===== src/rtl/parametros_tempo_pkg.sv =====
// Shared definitions for the alarm timing parameters: slot encoding and factory defaults.
// Used by the parameter store, the timer and the user-interface blocks.
package parametros_tempo_pkg;

    localparam int unsigned SLOT_W  = 2;
    localparam int unsigned LEN_W   = 4;
    localparam int unsigned VALUE_W = 5;
    localparam int unsigned N_SLOTS = 4;

    typedef enum logic [SLOT_W-1:0] {
        SLOT_ARM       = 2'd0,
        SLOT_DRIVER    = 2'd1,
        SLOT_PASSENGER = 2'd2,
        SLOT_ALARM     = 2'd3
    } slot_e;

    localparam logic [LEN_W-1:0] DEF_ARM_VAL       = 4'd6;
    localparam logic [LEN_W-1:0] DEF_DRIVER_VAL    = 4'd8;
    localparam logic [LEN_W-1:0] DEF_PASSENGER_VAL = 4'd15;
    localparam logic [LEN_W-1:0] DEF_ALARM_VAL     = 4'd10;

endpackage


===== src/rtl/parametros_tempo.sv =====
// Programmable store of four alarm interval lengths with factory defaults and a
// combinational read port toward the timer.
module parametros_tempo
    import parametros_tempo_pkg::*;
#(
    parameter logic [3:0] DEF_ARM       = DEF_ARM_VAL,
    parameter logic [3:0] DEF_DRIVER    = DEF_DRIVER_VAL,
    parameter logic [3:0] DEF_PASSENGER = DEF_PASSENGER_VAL,
    parameter logic [3:0] DEF_ALARM     = DEF_ALARM_VAL
) (
    input  logic       clock,
    input  logic       reset,
    input  logic [1:0] time_param_sel,
    input  logic [3:0] time_value,
    input  logic       reprogram,
    input  logic [1:0] interval,
    output logic [4:0] value
);

    logic [LEN_W-1:0] slot_r [N_SLOTS];
    logic [LEN_W-1:0] wr_data_s;
    logic [LEN_W-1:0] rd_data_s;

    function automatic logic [LEN_W-1:0] default_of(input logic [SLOT_W-1:0] sel);
        logic [LEN_W-1:0] def;
        case (sel)
            SLOT_ARM:       def = DEF_ARM;
            SLOT_DRIVER:    def = DEF_DRIVER;
            SLOT_PASSENGER: def = DEF_PASSENGER;
            SLOT_ALARM:     def = DEF_ALARM;
            default:        def = DEF_ARM;
        endcase
        return def;
    endfunction

    // A zero length would make an interval expire instantly, so it falls back to the default.
    always_comb begin
        wr_data_s = time_value;
        if (time_value == 4'd0) begin
            wr_data_s = default_of(time_param_sel);
        end else begin
            wr_data_s = time_value;
        end
    end

    // Register bank: reset wins over any write in the same cycle.
    always_ff @(posedge clock) begin
        if (!reset) begin
            slot_r[SLOT_ARM]       <= DEF_ARM;
            slot_r[SLOT_DRIVER]    <= DEF_DRIVER;
            slot_r[SLOT_PASSENGER] <= DEF_PASSENGER;
            slot_r[SLOT_ALARM]     <= DEF_ALARM;
        end else if (reprogram) begin
            slot_r[time_param_sel] <= wr_data_s;
        end else begin
            slot_r <= slot_r;
        end
    end

    // Zero-latency read mux; the timer needs the value in the same cycle it selects it.
    always_comb begin
        rd_data_s = slot_r[SLOT_ARM];
        case (interval)
            SLOT_ARM:       rd_data_s = slot_r[SLOT_ARM];
            SLOT_DRIVER:    rd_data_s = slot_r[SLOT_DRIVER];
            SLOT_PASSENGER: rd_data_s = slot_r[SLOT_PASSENGER];
            SLOT_ALARM:     rd_data_s = slot_r[SLOT_ALARM];
            default:        rd_data_s = slot_r[SLOT_ARM];
        endcase
    end

    assign value = {1'b0, rd_data_s};

endmodule


===== config.mk =====
export PLATFORM = sky130hd
export DESIGN_NAME = parametros_tempo
export DESIGN_NICKNAME = d
export VERILOG_FILES = /design/src/rtl/parametros_tempo_pkg.sv /design/src/rtl/parametros_tempo.sv
export SDC_FILE = /design/constraint.sdc
export NUM_CORES = 1
export LEC_CHECK = 0
export CAP_MARGIN = 20
export CORE_MARGIN = 2
export CORE_UTILIZATION = 45
export CTS_CLUSTER_DIAMETER = 100
export CTS_CLUSTER_SIZE = 20
export DETAILED_ROUTE_END_ITERATION = 16
export GPL_TIMING_DRIVEN = 0
export PLACE_DENSITY = 0.8
export SYNTH_ARGS = -nofsm -noshare
export SYNTH_HDL_FRONTEND = slang
export SYNTH_SLANG_ARGS = --single-unit

===== constraint.sdc =====
create_clock -name clock -period 2.6 [get_ports clock]
set_input_delay 0.26 -clock clock [delete_from_list [all_inputs] [get_ports clock]]
set_output_delay 0.26 -clock clock [all_outputs]
set_load 0.01 [all_outputs]

==> out/metrics.csv, run 1 <==
metric,value,unit
outcome,"complete, no violations",
grt_max_degree,11,
synthTopCellsByArea,"dfxtp_1 42%, mux4_2 12%, nor3_1 7.2%, mux2i_1 6.5%, nor2b_1 4.9%",
syn_inst,78,
layout_commonest_cell,dfxtp_1,
largest_reg_flops,16,
tightest_slew,0.5050,ns
ys.flop_type,dfxtp_1,
grt-ovfl-total,0,
fin_crit,2.152,ns
dieArea,0.002044,mm^2
slew_violations,0,
grtUsageTotal,19.05,%
maxSlewHeadroom,66.26,%
antenna_found_initial,0,
path_class,in2out,
peakVddDrop,0.0003760,V
cts-root-buf,clkbuf_4,
drt_first_pass_iters,4,
grt_pass1_wl,2760,um
postCtsSetupBuffers,0,
grt_pass1_vias,615,
tns,0,ns
rows,14,
areaGrowthSynthToFinish,23.08,%
setup_viol,0,
period_share,82.78,%
place.gp.congestion,0.7902,
critPathLaunchType,input port,
drc,0,
routed_wl,1588,um
nets,106,
htreeDepth,1,
async_flop_share,0,%
rsz0062_at_grt,false,
critPathRequiredTime,2.34,ns
hold_viol,0,
cts_sinks,16,
post-route-util,61.04,%
top_register,slot_r,
drtIter0Drc,18,
io_buffers,12,
ys_seq_area_share,41.90,%
die_y,45.22,um
via_per_inst,5.736,
cts_tree,built,
fin_skew,0,ns
hold_buffers,0,
drv_cap,0,
synth.distinct_cells,21,
yosys.area.top_type,dfxtp_1,
antenna_left,0,
top_regs,slot_r: 16 flops,
vias,631,
cts_made_buffers,3,
yosysWarnings,0,
synth_top_area_share,41.90,%
synth_fp_nets,89,
start_util,49.59,%
ys_seq_elements,16,
worstPathMaxFanout,4,
synthesis.area,764.5,um^2
final_cell_mix,"16 x dfxtp_1, 12 x clkdlybuf4s50_1, 11 x nor3_1",
clockBufferDepth,2,
hold_path_class,in2reg,
clk_latency,0.29,ns
fmax,464.6,MHz
synth_edf_count,0,
num_antenna_cells,0,
p_leak,0.3568,nW
dpl.hpwl,1207,um
cts_resized,0,
core_area,0.001541,mm^2
routedWlPerCell,14.44,um
drive_above_1_share,14.89,%
clk_pin_slew,0.09,ns
die_w,45.22,um
total_power,0.5000,mW
ioPinCount,16,
powerDensity,531.4,mW/mm^2
worstPathArrival,1.89,ns
worst_setup_path_end_kind,output port,
syn_avg_cell_area,9.801,um^2
==> critical path, stage by stage <==
cell and delay, ns:
clkdlybuf4s50_1 0.61, mux4_2 0.54, clkdlybuf4s50_1 0.49
==> final timing paths <==
kind | slack [ns] | endpoint | cells after the start | from
worst max-delay path | 0.45 | value[1] | 3 | interval[1]
worst min-delay path | 0.28 | slot_r[3]$_SDFFE_PN1P_ | 3 | time_param_sel[0]
worst max register to register | 1.92 | slot_r[15]$_SDFFE_PN0P_ | 2 | slot_r[15]$_SDFFE_PN0P_
worst min register to register | 0.49 | slot_r[12]$_SDFFE_PN0P_ | 2 | slot_r[12]$_SDFFE_PN0P_
==> power breakdown <==
group	switching, mW	leakage [nW]	internal [mW]	total [mW]
Clock	0.0789	0.0210	0.0853	0.164
Combinational	0.0351	0.205	0.0435	0.0786
Sequential	0.00420	0.130	0.253	0.257
Total	0.118	0.357	0.382	0.500
==> stage by stage <==
stage | setup slack [ns] | cells | cell area [um^2] | hold slack, ns
floorplan | 1.480 | 78 | 764.5 | 0.3882
global route | 0.3813 | 110 | 940.9 | 0.3171
CTS | 0.4308 | 110 | 940.9 | 0.2857
finish | 0.4476 | 110 | 940.9 | 0.2816
global placement | 0.4211 | 106 | 904.6 | 0.4557
detailed placement | 0.4327 | 106 | 904.6 | 0.4765
==> layout make-up <==
cell class	count	area, um^2
repair buffers	12	120.1
well taps	16	20.02
flip-flops and latches	16	320.3
clock buffers	4	36.28
fillers	129	600.6
plain buffers	4	30.03
multi-input cells	58	414.1
==> cell families (layout without fill, tap and decap cells) <==
logic type / Yosys count / count (layout) / synth area share (%)
compound gates: 13 / 13 / 9.491
buf+inv: 4 / 20 / 3.927
flops: 16 / 16 / 41.90
mux: 9 / 9 / 18.33
other cells: 1 / 1 / 0.4905
simple gates: 35 / 35 / 25.86
==> per-layer routing <==
metal	wire [um]	part of all wire, %	GRT usage, %	vias up
li1	-	-	-	313
met1	716	45	23.43	294
met2	772	49	32.86	20
met3	81	5.1	2.400	4
met4	17	1.1	8.824	0
met5	0	0	0	-
==> cell usage after synthesis (all sizes together), types with 2 or more instances <==
cell	n
o21ai	9
mux2i	5
nand3b	2
nor2	6
nor2b	6
nor3	13
a31oi	2
dfxtp	16
buf	3
a21boi	2
mux4	4
nand2	4
Power figures use the tool's default switching activity.
==> run 2: changes to the inputs <==
==> constraint.sdc (replaced) <==
create_clock -name clock -period 2.2 [get_ports clock]
set_input_delay 0.22 -clock clock [delete_from_list [all_inputs] [get_ports clock]]
set_output_delay 0.22 -clock clock [all_outputs]
set_load 0.01 [all_outputs]
==> results of run 2 <==
Same layout as run 1 (identical final DEF). Status: complete, no violations.
Main changes from that run: setup slack after placement 0.4327 ns -> 0.1127 ns; setup slack after layout 0.4476 ns -> 0.1276 ns; hold slack 0.2816 ns -> 0.2416 ns; register-to-register setup slack 1.92 ns -> 1.52 ns; total power 0.5000 mW -> 0.5909 mW; worst IR drop on VDD 0.0003760 V -> 0.0004444 V
==> run 3: changes to the inputs <==
--- a/config.mk
+++ b/config.mk
@@ -6,7 +6,6 @@
 export NUM_CORES = 1
 export LEC_CHECK = 0
 export CAP_MARGIN = 20
-export CORE_MARGIN = 2
 export CORE_UTILIZATION = 45
 export CTS_CLUSTER_DIAMETER = 100
 export CTS_CLUSTER_SIZE = 20
==> run 3 against run 2 <==
- worst hold slack better by 0.014 ns
- die area is 8.7% lower
- register-to-register slack better by 0.03 ns
- maximum frequency shrank 0.44%
- power down 7.7%
- clock-buffer cell count fell by 1
- cell count decreased by 0.91%
- first-iteration DRC count shrank 33%
- flip-flop and latch count did not move
- sequential share of layout area increased by 0.51 points
- setup slack got worse by 0.0092 ns
- non-clock buffer count unchanged
- highest routed layer is now met3
==> out/metrics.csv, run 3 (synthesized netlist as in run 1, its figures left out) <==
metric,value,unit,change
outcome,"complete, no violations",,
post-route-util,60.15,%,-0.89 points
powerDensity,588.3,mW/mm^2,
worst_setup_path_end_kind,output port,,
worstPathMaxFanout,4,,unchanged
routedWlPerCell,13.80,um,-4.4%
drive_above_1_share,13.98,%,-0.92 points
grt-ovfl-total,0,,unchanged
dieArea,0.001868,mm^2,-8.7%
largest_reg_flops,16,,unchanged
cpPeakStageDelay,0.61,ns,about the same
nets,106,,unchanged
hold_viol,0,,unchanged
num_antenna_cells,0,,unchanged
tightest_slew,0.5578,ns,+0.05287 ns
crit_top_cell,clkdlybuf4s50_1,,
grt_pass1_vias,545,,-11%
setup_viol,0,,unchanged
drtIter0Drc,12,,-6
areaGrowthSynthToFinish,21.28,%,
cts_made_buffers,3,,unchanged
critPathLaunchType,input port,,
grt_max_degree,11,,unchanged
hold_path_class,in2reg,,
via_per_inst,5.661,,-1.3%
fin_crit,2.082,ns,
drt_first_pass_iters,5,,+1
path_class,in2out,,
postCtsSetupBuffers,0,,unchanged
grtUsageTotal,18.39,%,-0.66 points
antenna_left,0,,unchanged
cts_sinks,16,,unchanged
hold_buffers,0,,unchanged
htreeDepth,1,,unchanged
layout_setup_ws,0.1184,ns,
clk_latency,0.28,ns,about the same
rsz0062_at_grt,false,,
cts_resized,0,,unchanged
path_cells,clkdlybuf4s50_1 -> mux4_2 -> clkdlybuf4s50_1,,
critPathRequiredTime,1.98,ns,
die_w,43.22,um,-4.4%
top_register,slot_r,,
io_buffers,12,,unchanged
routed_wl,1504,um,-5.3%
ioPinCount,16,,unchanged
peakVddDrop,0.0003754,V,
grt_pass1_wl,2497,um,-9.5%
cts-root-buf,clkbuf_4,,
start_util,49.59,%,unchanged
core_area,0.001541,mm^2,unchanged
layout_commonest_cell,dfxtp_1,,
crit_slowest_cell,clkdlybuf4s50_1,,
top_regs,slot_r: 16 flops,,
slew_violations,0,,unchanged
place.gp.congestion,0.8269,,+4.6%
p_leak,0.3496,nW,-2.0%
dp_slack,0.1128,ns,
final_cell_mix,"16 x dfxtp_1, 12 x clkdlybuf4s50_1, 11 x nor3_1",,
die_y,43.22,um,-4.4%
worstPathArrival,1.86,ns,
vias,617,,-2.2%
clockBufferDepth,2,,unchanged
dpl.hpwl,1083,um,-10%
antenna_found_initial,0,,unchanged
drc,0,,unchanged
drv_cap,0,,unchanged
cts_tree,built,,
fin_skew,0,ns,unchanged
fmax,480.4,MHz,
period_share,94.62,%,
clk_pin_slew,0.09,ns,about the same
tns,0,ns,unchanged
rows,14,,unchanged
maxSlewHeadroom,62.73,%,-3.5 points
## run 3: cell count changes in the layout (fill, tap and decap cells not counted)
cell,change
clkbuf_8,-1
## run 3: where the power goes
| group | internal (mW) | switching [mW] |
|---|---|---|
| Combinational | 0.0514 | 0.0418 |
| Clock | 0.0634 | 0.0853 |
| Sequential | 0.299 | 0.00463 |
## run 3: critical path, delay by kind of cell
| kind | cells | cell delay, ns |
|---|---|---|
| buf+inv | 2 | 1.10 |
| mux | 1 | 0.54 |
## run 3: layout make-up
cell class	count	area, um^2
plain buffers	4	30.03
clock buffers	3	22.52
fillers	143	614.3
multi-input cells	58	414.1
flip-flops and latches	16	320.3
well taps	16	20.02
repair buffers	12	120.1
## run 3: metrics by stage
| step | power, mW | std cells | hold slack [ns] | area, um^2 |
|---|---|---|---|---|
| after floorplan | 0.3573 | 78 | 0.3482 | 764.5 |
| after global placement | 0.4018 | 106 | 0.4561 | 904.6 |
| after detailed placement | 0.4028 | 106 | 0.4637 | 904.6 |
| after CTS | 0.5523 | 109 | 0.2444 | 927.1 |
| after global routing | 0.5711 | 109 | 0.2826 | 927.1 |
| final | 0.5454 | 109 | 0.2561 | 927.1 |
## run 3: path summary, 6_finish.rpt
check,from,endpoint,slack (ns),cells past startpoint
worst max-delay path,interval[0],value[0],0.12,3
worst min-delay path,time_param_sel[0],slot_r[3]$_SDFFE_PN1P_,0.26,3
worst max register to register,slot_r[1]$_SDFFE_PN1P_,slot_r[1]$_SDFFE_PN1P_,1.55,2
worst min register to register,slot_r[12]$_SDFFE_PN0P_,slot_r[12]$_SDFFE_PN0P_,0.48,2
## run 3: layer usage
layer	global-route usage (%)	share of wire, %
met1	25.73	51
met2	25.67	46
met3	5.106	3.2
met4	9.091	0
met5	0	0
